File: config.mk
export PLATFORM = sky130hd
export DESIGN_NAME = decode_64b67b_gearbox
export DESIGN_NICKNAME = d
export VERILOG_FILES = /design/src/rtl/decode_64b67b_gearbox_pkg.sv /design/src/rtl/decode_64b67b_gearbox_rx.sv /design/src/rtl/decode_64b67b_gearbox.sv
export SDC_FILE = /design/constraint.sdc
export NUM_CORES = 1
export LEC_CHECK = 0
export ABC_AREA = 1
export CAP_MARGIN = 20
export CORE_MARGIN = 10
export CORE_UTILIZATION = 50
export CTS_CLUSTER_DIAMETER = 60
export DETAILED_ROUTE_END_ITERATION = 10
export GPL_TIMING_DRIVEN = 0
export PLACE_DENSITY = 0.72
export SLEW_MARGIN = 15
export SYNTH_ARGS = -nofsm -noshare
export SYNTH_HDL_FRONTEND = slang
export SYNTH_SLANG_ARGS = --single-unit
File: constraint.sdc
create_clock -name USER_CLK -period 10 [get_ports USER_CLK]
set_input_delay 3 -clock USER_CLK [delete_from_list [all_inputs] [get_ports USER_CLK]]
set_output_delay 3 -clock USER_CLK [all_outputs]
set_load 0.02 [all_outputs]
File: src/rtl/decode_64b67b_gearbox_pkg.sv
// -----------------------------------------------------------------------------
// decode_64b67b_gearbox_pkg
// Shared constants and types for the 64b/67b receive gearbox and its lock FSM.
// Block layout (LSB first on the wire): [63:0] payload, [65:64] sync header,
// [66] inversion flag.
// -----------------------------------------------------------------------------
package decode_64b67b_gearbox_pkg;

   localparam int BLOCK_W   = 67;
   localparam int PAYLOAD_W = 64;
   localparam int HDR_LO    = 64;
   localparam int HDR_HI    = 65;
   localparam int INV_BIT   = 66;

   // Two blocks' worth of storage. Fill is at most 66 before an append and a
   // word is at most 67 bits wide, so the buffer never holds more than 133.
   localparam int BUF_W     = 2 * BLOCK_W;
   localparam int FILL_W    = 8;

   typedef enum logic {
      ST_SYNCING = 1'b0,
      ST_LOCKED  = 1'b1
   } lockState_t;

   // A sync header is good only when its two bits differ.
   function automatic logic isGoodHeader(input logic [1:0] hdr);
      return hdr[1] ^ hdr[0];
   endfunction

endpackage

File: src/rtl/decode_64b67b_gearbox_rx.sv
// -----------------------------------------------------------------------------
// gearbox_67b_rx
// Receive gearbox: packs DATA_W-bit words into a bit buffer, hands out one
// 67-bit block whenever enough bits are present, and performs one-bit slips
// for alignment search.
// Ports:
//   i_clk, i_rst   clock and asynchronous active-high reset
//   i_data         input word, bit 0 earliest on the wire
//   i_valid        i_data carries new bits this cycle
//   i_flush        empty the buffer and drop any pending slip
//   i_slipReq      request a one-bit slip (sampled on extraction cycles)
//   o_block        block at the head of the buffer (after this cycle's append)
//   o_blkValid     o_block is extracted this cycle
// -----------------------------------------------------------------------------
module gearbox_67b_rx
   import decode_64b67b_gearbox_pkg::*;
#(
   parameter int DATA_W = 64
)
(
   input  logic               i_clk,
   input  logic               i_rst,
   input  logic [DATA_W-1:0]  i_data,
   input  logic               i_valid,
   input  logic               i_flush,
   input  logic               i_slipReq,
   output logic [BLOCK_W-1:0] o_block,
   output logic               o_blkValid
);

   logic [BUF_W-1:0]  r_buf;
   logic [FILL_W-1:0] r_fill;
   logic              r_slipPending;

   logic [BUF_W-1:0]  w_bufA;
   logic [FILL_W-1:0] w_fillA;
   logic              w_extract;
   logic              w_slip;

   // Append the incoming word just above the current fill level, then decide
   // whether this cycle extracts a block or, failing that, executes a pending
   // slip. Slips only run in cycles with no extraction and at least one bit
   // in the buffer, so a slip never races a block out of the head.
   always_comb begin
      w_bufA  = r_buf;
      w_fillA = r_fill;
      if (i_valid) begin
         w_bufA  = r_buf | (BUF_W'(i_data) << r_fill);
         w_fillA = r_fill + FILL_W'(DATA_W);
      end
      w_extract = !i_flush && (w_fillA >= FILL_W'(BLOCK_W));
      w_slip    = !i_flush && !w_extract && r_slipPending && (w_fillA != '0);
   end

   assign o_block    = w_bufA[BLOCK_W-1:0];
   assign o_blkValid = w_extract;

   // Buffer state. Shifting right always brings zeros in from the top, which
   // keeps every bit above the fill level clear for the next OR-append. A new
   // slip request merges into the single pending flag.
   always_ff @(posedge i_clk or posedge i_rst) begin
      if (i_rst) begin
         r_buf         <= '0;
         r_fill        <= '0;
         r_slipPending <= 1'b0;
      end else if (i_flush) begin
         r_buf         <= '0;
         r_fill        <= '0;
         r_slipPending <= 1'b0;
      end else if (w_extract) begin
         r_buf         <= w_bufA >> BLOCK_W;
         r_fill        <= w_fillA - FILL_W'(BLOCK_W);
         r_slipPending <= r_slipPending | i_slipReq;
      end else if (w_slip) begin
         r_buf         <= w_bufA >> 1;
         r_fill        <= w_fillA - FILL_W'(1);
         r_slipPending <= 1'b0;
      end else begin
         r_buf         <= w_bufA;
         r_fill        <= w_fillA;
      end
   end

endmodule

File: src/rtl/decode_64b67b_gearbox.sv
// -----------------------------------------------------------------------------
// decode_64b67b_gearbox
// 64b/67b receive path: gearbox, sync-header lock FSM and registered outputs.
// Ports:
//   USER_CLK, SYSTEM_RESET  clock and asynchronous active-high reset
//   DATA_IN, DATA_IN_VALID  serial stream words, bit 0 earliest
//   PASSTHROUGH             bypass decoding, DATA_IN goes straight out
//   DATA_OUT, HEADER_OUT    decoded payload and sync header, registered
//   DATA_OUT_VALID          one pulse per block (or per passthrough word)
//   LOCKED                  FSM is in the LOCKED state
//   ERR_CNT                 saturating count of bad headers seen while locked
// -----------------------------------------------------------------------------
module decode_64b67b_gearbox
   import decode_64b67b_gearbox_pkg::*;
#(
   parameter int DATA_W    = 64,
   parameter int LOCK_CNT  = 64,
   parameter int WIN_LEN   = 64,
   parameter int ERR_LIMIT = 16
)
(
   input  logic                 USER_CLK,
   input  logic                 SYSTEM_RESET,
   input  logic [DATA_W-1:0]    DATA_IN,
   input  logic                 DATA_IN_VALID,
   input  logic                 PASSTHROUGH,
   output logic [PAYLOAD_W-1:0] DATA_OUT,
   output logic [1:0]           HEADER_OUT,
   output logic                 DATA_OUT_VALID,
   output logic                 LOCKED,
   output logic [15:0]          ERR_CNT
);

   localparam int GOOD_W = $clog2(LOCK_CNT + 1);
   localparam int WIN_W  = $clog2(WIN_LEN + 1);
   localparam int BAD_W  = $clog2(ERR_LIMIT + 1);
   localparam int PT_W   = (DATA_W > PAYLOAD_W) ? DATA_W : PAYLOAD_W;

   lockState_t          r_state;
   logic [GOOD_W-1:0]   r_goodCtr;
   logic [WIN_W-1:0]    r_winCtr;
   logic [BAD_W-1:0]    r_badCtr;
   logic [15:0]         r_errCnt;
   logic [PAYLOAD_W-1:0] r_dataOut;
   logic [1:0]          r_hdrOut;
   logic                r_validOut;

   logic [BLOCK_W-1:0]   w_block;
   logic                 w_blkValid;
   logic                 w_good;
   logic                 w_slipReq;
   logic [PAYLOAD_W-1:0] w_payload;
   logic [PT_W-1:0]      w_ptWide;

   gearbox_67b_rx #(.DATA_W(DATA_W)) u_gearbox (
      .i_clk      (USER_CLK),
      .i_rst      (SYSTEM_RESET),
      .i_data     (DATA_IN),
      .i_valid    (DATA_IN_VALID),
      .i_flush    (PASSTHROUGH),
      .i_slipReq  (w_slipReq),
      .o_block    (w_block),
      .o_blkValid (w_blkValid)
   );

   // Only a bad block seen while still searching for alignment asks the
   // gearbox to slip; errors while locked are counted instead.
   assign w_good    = isGoodHeader(w_block[HDR_HI:HDR_LO]);
   assign w_slipReq = w_blkValid && (r_state == ST_SYNCING) && !w_good;
   assign w_payload = w_block[INV_BIT] ? ~w_block[PAYLOAD_W-1:0]
                                       : w_block[PAYLOAD_W-1:0];
   assign w_ptWide  = PT_W'(DATA_IN);

   // Lock FSM. In SYNCING, LOCK_CNT consecutive good headers lock. In LOCKED,
   // blocks are grouped into windows of WIN_LEN; reaching ERR_LIMIT bad headers
   // inside a window unlocks, and that check is made before the end-of-window
   // clear so a limit hit on the last block still unlocks.
   always_ff @(posedge USER_CLK or posedge SYSTEM_RESET) begin
      if (SYSTEM_RESET) begin
         r_state   <= ST_SYNCING;
         r_goodCtr <= '0;
         r_winCtr  <= '0;
         r_badCtr  <= '0;
         r_errCnt  <= '0;
      end else if (PASSTHROUGH) begin
         r_state   <= ST_SYNCING;
         r_goodCtr <= '0;
         r_winCtr  <= '0;
         r_badCtr  <= '0;
      end else if (w_blkValid) begin
         case (r_state)
            ST_SYNCING: begin
               if (!w_good) begin
                  r_goodCtr <= '0;
               end else if (r_goodCtr == GOOD_W'(LOCK_CNT - 1)) begin
                  r_state   <= ST_LOCKED;
                  r_goodCtr <= '0;
                  r_winCtr  <= '0;
                  r_badCtr  <= '0;
               end else begin
                  r_goodCtr <= r_goodCtr + GOOD_W'(1);
               end
            end
            ST_LOCKED: begin
               if (!w_good && (r_errCnt != 16'hFFFF)) begin
                  r_errCnt <= r_errCnt + 16'd1;
               end
               if (!w_good && (r_badCtr == BAD_W'(ERR_LIMIT - 1))) begin
                  r_state   <= ST_SYNCING;
                  r_goodCtr <= '0;
                  r_winCtr  <= '0;
                  r_badCtr  <= '0;
               end else if (r_winCtr == WIN_W'(WIN_LEN - 1)) begin
                  r_winCtr  <= '0;
                  r_badCtr  <= '0;
               end else begin
                  r_winCtr  <= r_winCtr + WIN_W'(1);
                  if (!w_good) begin
                     r_badCtr <= r_badCtr + BAD_W'(1);
                  end
               end
            end
            default: r_state <= ST_SYNCING;
         endcase
      end
   end

   // Output registers. Passthrough mirrors the input word one cycle later;
   // otherwise each extracted block is presented once with its header, and
   // the data holds between blocks.
   always_ff @(posedge USER_CLK or posedge SYSTEM_RESET) begin
      if (SYSTEM_RESET) begin
         r_dataOut  <= '0;
         r_hdrOut   <= '0;
         r_validOut <= 1'b0;
      end else if (PASSTHROUGH) begin
         r_dataOut  <= w_ptWide[PAYLOAD_W-1:0];
         r_hdrOut   <= 2'b00;
         r_validOut <= DATA_IN_VALID;
      end else begin
         r_validOut <= w_blkValid;
         if (w_blkValid) begin
            r_dataOut <= w_payload;
            r_hdrOut  <= w_block[HDR_HI:HDR_LO];
         end
      end
   end

   assign DATA_OUT       = r_dataOut;
   assign HEADER_OUT     = r_hdrOut;
   assign DATA_OUT_VALID = r_validOut;
   assign LOCKED         = (r_state == ST_LOCKED);
   assign ERR_CNT        = r_errCnt;

endmodule

==> out/qor.txt <==
Status: finished clean
Cell Area, Synth: 0.0181 mm^2
Clk root buf: clkbuf_16
Worst-path clk slew: 60 ps
FF+latch count, synth: 246
Asr flop ratio synth: 100%
First-pass GRT wire length: 145 mm
Worst Path Required: 10540 ps
Post-synth EDFFs: 0
Die ar.: 0.0442 mm^2
DIE WIDTH: 210 um
Kind of critical path: input port to flip-flop
Synth Area per Inst: 6.63 um^2
Area growth from synthesis to layout: 17.3%
Worst-margin pin slew: 1230 ps
Final net count: 2983
Commonest cells after routing, fill and taps aside: nand2_1 (912), nand3_1 (440), dfrtp_1 (246)
Placed Cells: 3338
Worst Path Arrival: 7310 ps
Clock Latency Late Sink: 620 ps
Max_slew headroom: 17.9%
Row count: 69
Total track usage: 44.8%
Clock period minus worst slack: 6770 ps
Vias: 22734
I/O pin count: 152
PostCTS Resize Cnt: 0
Initial DRC Count: 4322
CTS sink cnt: 246
Gpl congestion: 1.22
Yosys warnings: 0
Pin count of the biggest net entering global routing: 112
Hold-fix buffers at CTS: 0
Post CTS Setup Buffer Count: 0
Port Buffer Count: 150
Worst VDD drop: 0.180 mV
Multi-input gate area: 0.0103 mm^2
Total CTS buffers: 29
Seq/Total Area, Yosys: 34.1%
Max Fclk: 148 MHz
Worst path slowest cell: clkbuf_1
RSZ-0062 raised after global routing: false
Starting Density: 50.7%
Die height: 210 um
Core area: 0.0357 mm^2
Cell Chain, Critical Path: clkdlybuf4s50_1 > inv_2 > nor2_2 > inv_2 > nand2_1 > o21ai_1 > nand2_1 > nor2_4 > nand3_2 > inv_2 > clkbuf_1 > a22oi_1 > nand2_1
CP Max Fanout: 10
Post-DP HPWL: 78.0 mm
Critical Path Start Type: input port
DR vias/cell: 6.70
DRT Pass-1 Iters: 8
Layout Cells excl Fill: 3392
Clock Path Buffers: 3
Seq. cell area: 0.00616 mm^2
GRT overflow: 0
Fillers: 3444
Cell count after synthesis: 2725
Total of max-cap violations: 0
Delay-heaviest family, CP: buffers and inverters
Synth Net Count: 2800
Routed len/inst: 30.3 um
Max stage delay on crit path: 940 ps
Vias in the first global route: 20881
Worst setup EP type: flip-flop
Tcrit/Tclk final: 67.7%
Final Max Tran Viols: 0
Unique cell type count in the Yosys netlist: 50
Crit path buf inv count: 5
H-tree depth: 1
Pwr Density: 415 mW/mm^2
Skew final: 10.5 ps
Final Hold Violating Endpoints: 0
Share of cells above drive strength 1: 7.07%
Post-synth top flop: dfrtp_1
Fin util: 59.5%
Most common cell after layout, fill and taps aside: nand2_1
Initial antenna violation count: 2
Routed wire length: 103 mm
Final setup violating endpoints: 0
Pleak: 10.1 nW
Routed Antenna Nets: 0
Drc violations: 0
CTS tree: built
Min-Delay Path Class: flip-flop to flip-flop
[routing by layer]
metal	vias up	wire (um)	global-route usage, %
met4	2	8760	29.8
li1	9503	-	-
met2	2184	40700	63.0
met3	562	17700	21.5
met1	10483	35700	53.6
met5	-	16	0
[per-stage QoR]
step	instance area [um^2]	hold slack (ps)	setup TNS (ps)	setup slack, ps	power [mW]
floorplan	18100	441	0	242	4.75
global placement	20200	459	-713340	-2940	7.08
detailed placement	20200	469	0	3080	7.12
CTS	21200	483	0	3660	8.25
global route	21200	518	0	3340	8.96
finish	21200	480	0	3230	8.80
[cells in the mapped netlist (all sizes together) (14+ instances only)]
cell    count  area (um^2)
a21oi      87          435
a22o       15          131
a22oi      55          413
a31oi      24          150
buf       121          749
clkbuf     65          244
dfrtp     246         6160
inv       173          654
nand2     925         3510
nand3     452         2320
nand3b     17          128
nor2      142          566
nor3       14         81.3
o211ai     32          240
o21ai     184          932
o21bai     24          184
o221ai     23          201
or2        14         87.6
xnor2      15          131
xor2       20          175
[flip-flops by register name (all words and copies together), names as in the netlist]
signal	flops
u_gearbox.r_buf	134
DATA_OUT	64
ERR_CNT	16
u_gearbox.r_fill	8
r_goodCtr	7
r_winCtr	7
r_badCtr	5
HEADER_OUT	2
DATA_OUT_VALID	1
LOCKED	1
u_gearbox.r_slipPending	1
[tightest hold or removal path: cells and delay by family (launching register included)]
kind | cells | cell delay (ps)
DFF | 1 | 340
AOI/OAI and AO/OA | 1 | 60
buffers and inverters | 1 | 40
[logic make-up (layout without fill, tap and decap cells)]
logic type / after synthesis / count (layout) / synth area share [%]
simple gates: 1580 / 1580 / 37.6
flops: 246 / 246 / 34.1
xor+xnor: 35 / 35 / 1.70
compound gates: 494 / 494 / 17.0
fa+ha+maj: 7 / 7 / 0.485
buf+inv: 363 / 567 / 9.20
other cells: 0 / 2 / 0
[worst paths after layout]
check,from,endpoint,slack [ps],cells past startpoint
worst max-delay path,DATA_IN_VALID,u_gearbox.r_buf[62],3230,13
worst min-delay path,r_goodCtr[6],r_goodCtr[6],480,2
worst max register to register,u_gearbox.r_fill[5],u_gearbox.r_buf[45],5580,10
worst min register to register,r_goodCtr[6],r_goodCtr[6],480,2
max in group asynchronous,SYSTEM_RESET,DATA_OUT[48],6300,3
min in group asynchronous,SYSTEM_RESET,ERR_CNT[4],2790,2
[where the power goes]
part	internal (mW)	switching, mW
clock network	0.647	0.487
logic	1.57	4.63
registers	1.31	0.154
total	3.53	5.27
[area by class of cell]
type	count	area share (%)
Multi-Input combinational cell	2116	48.4
Sequential cell	246	29.0
Timing Repair Buffer	152	7.34
Buffer	186	4.68
Clock buffer	42	4.03
Inverter	177	3.19
Tap cell	461	2.72
Clock inverter	10	0.625
Antenna cell	2	0.0236
Power figures use the tool's default switching activity.
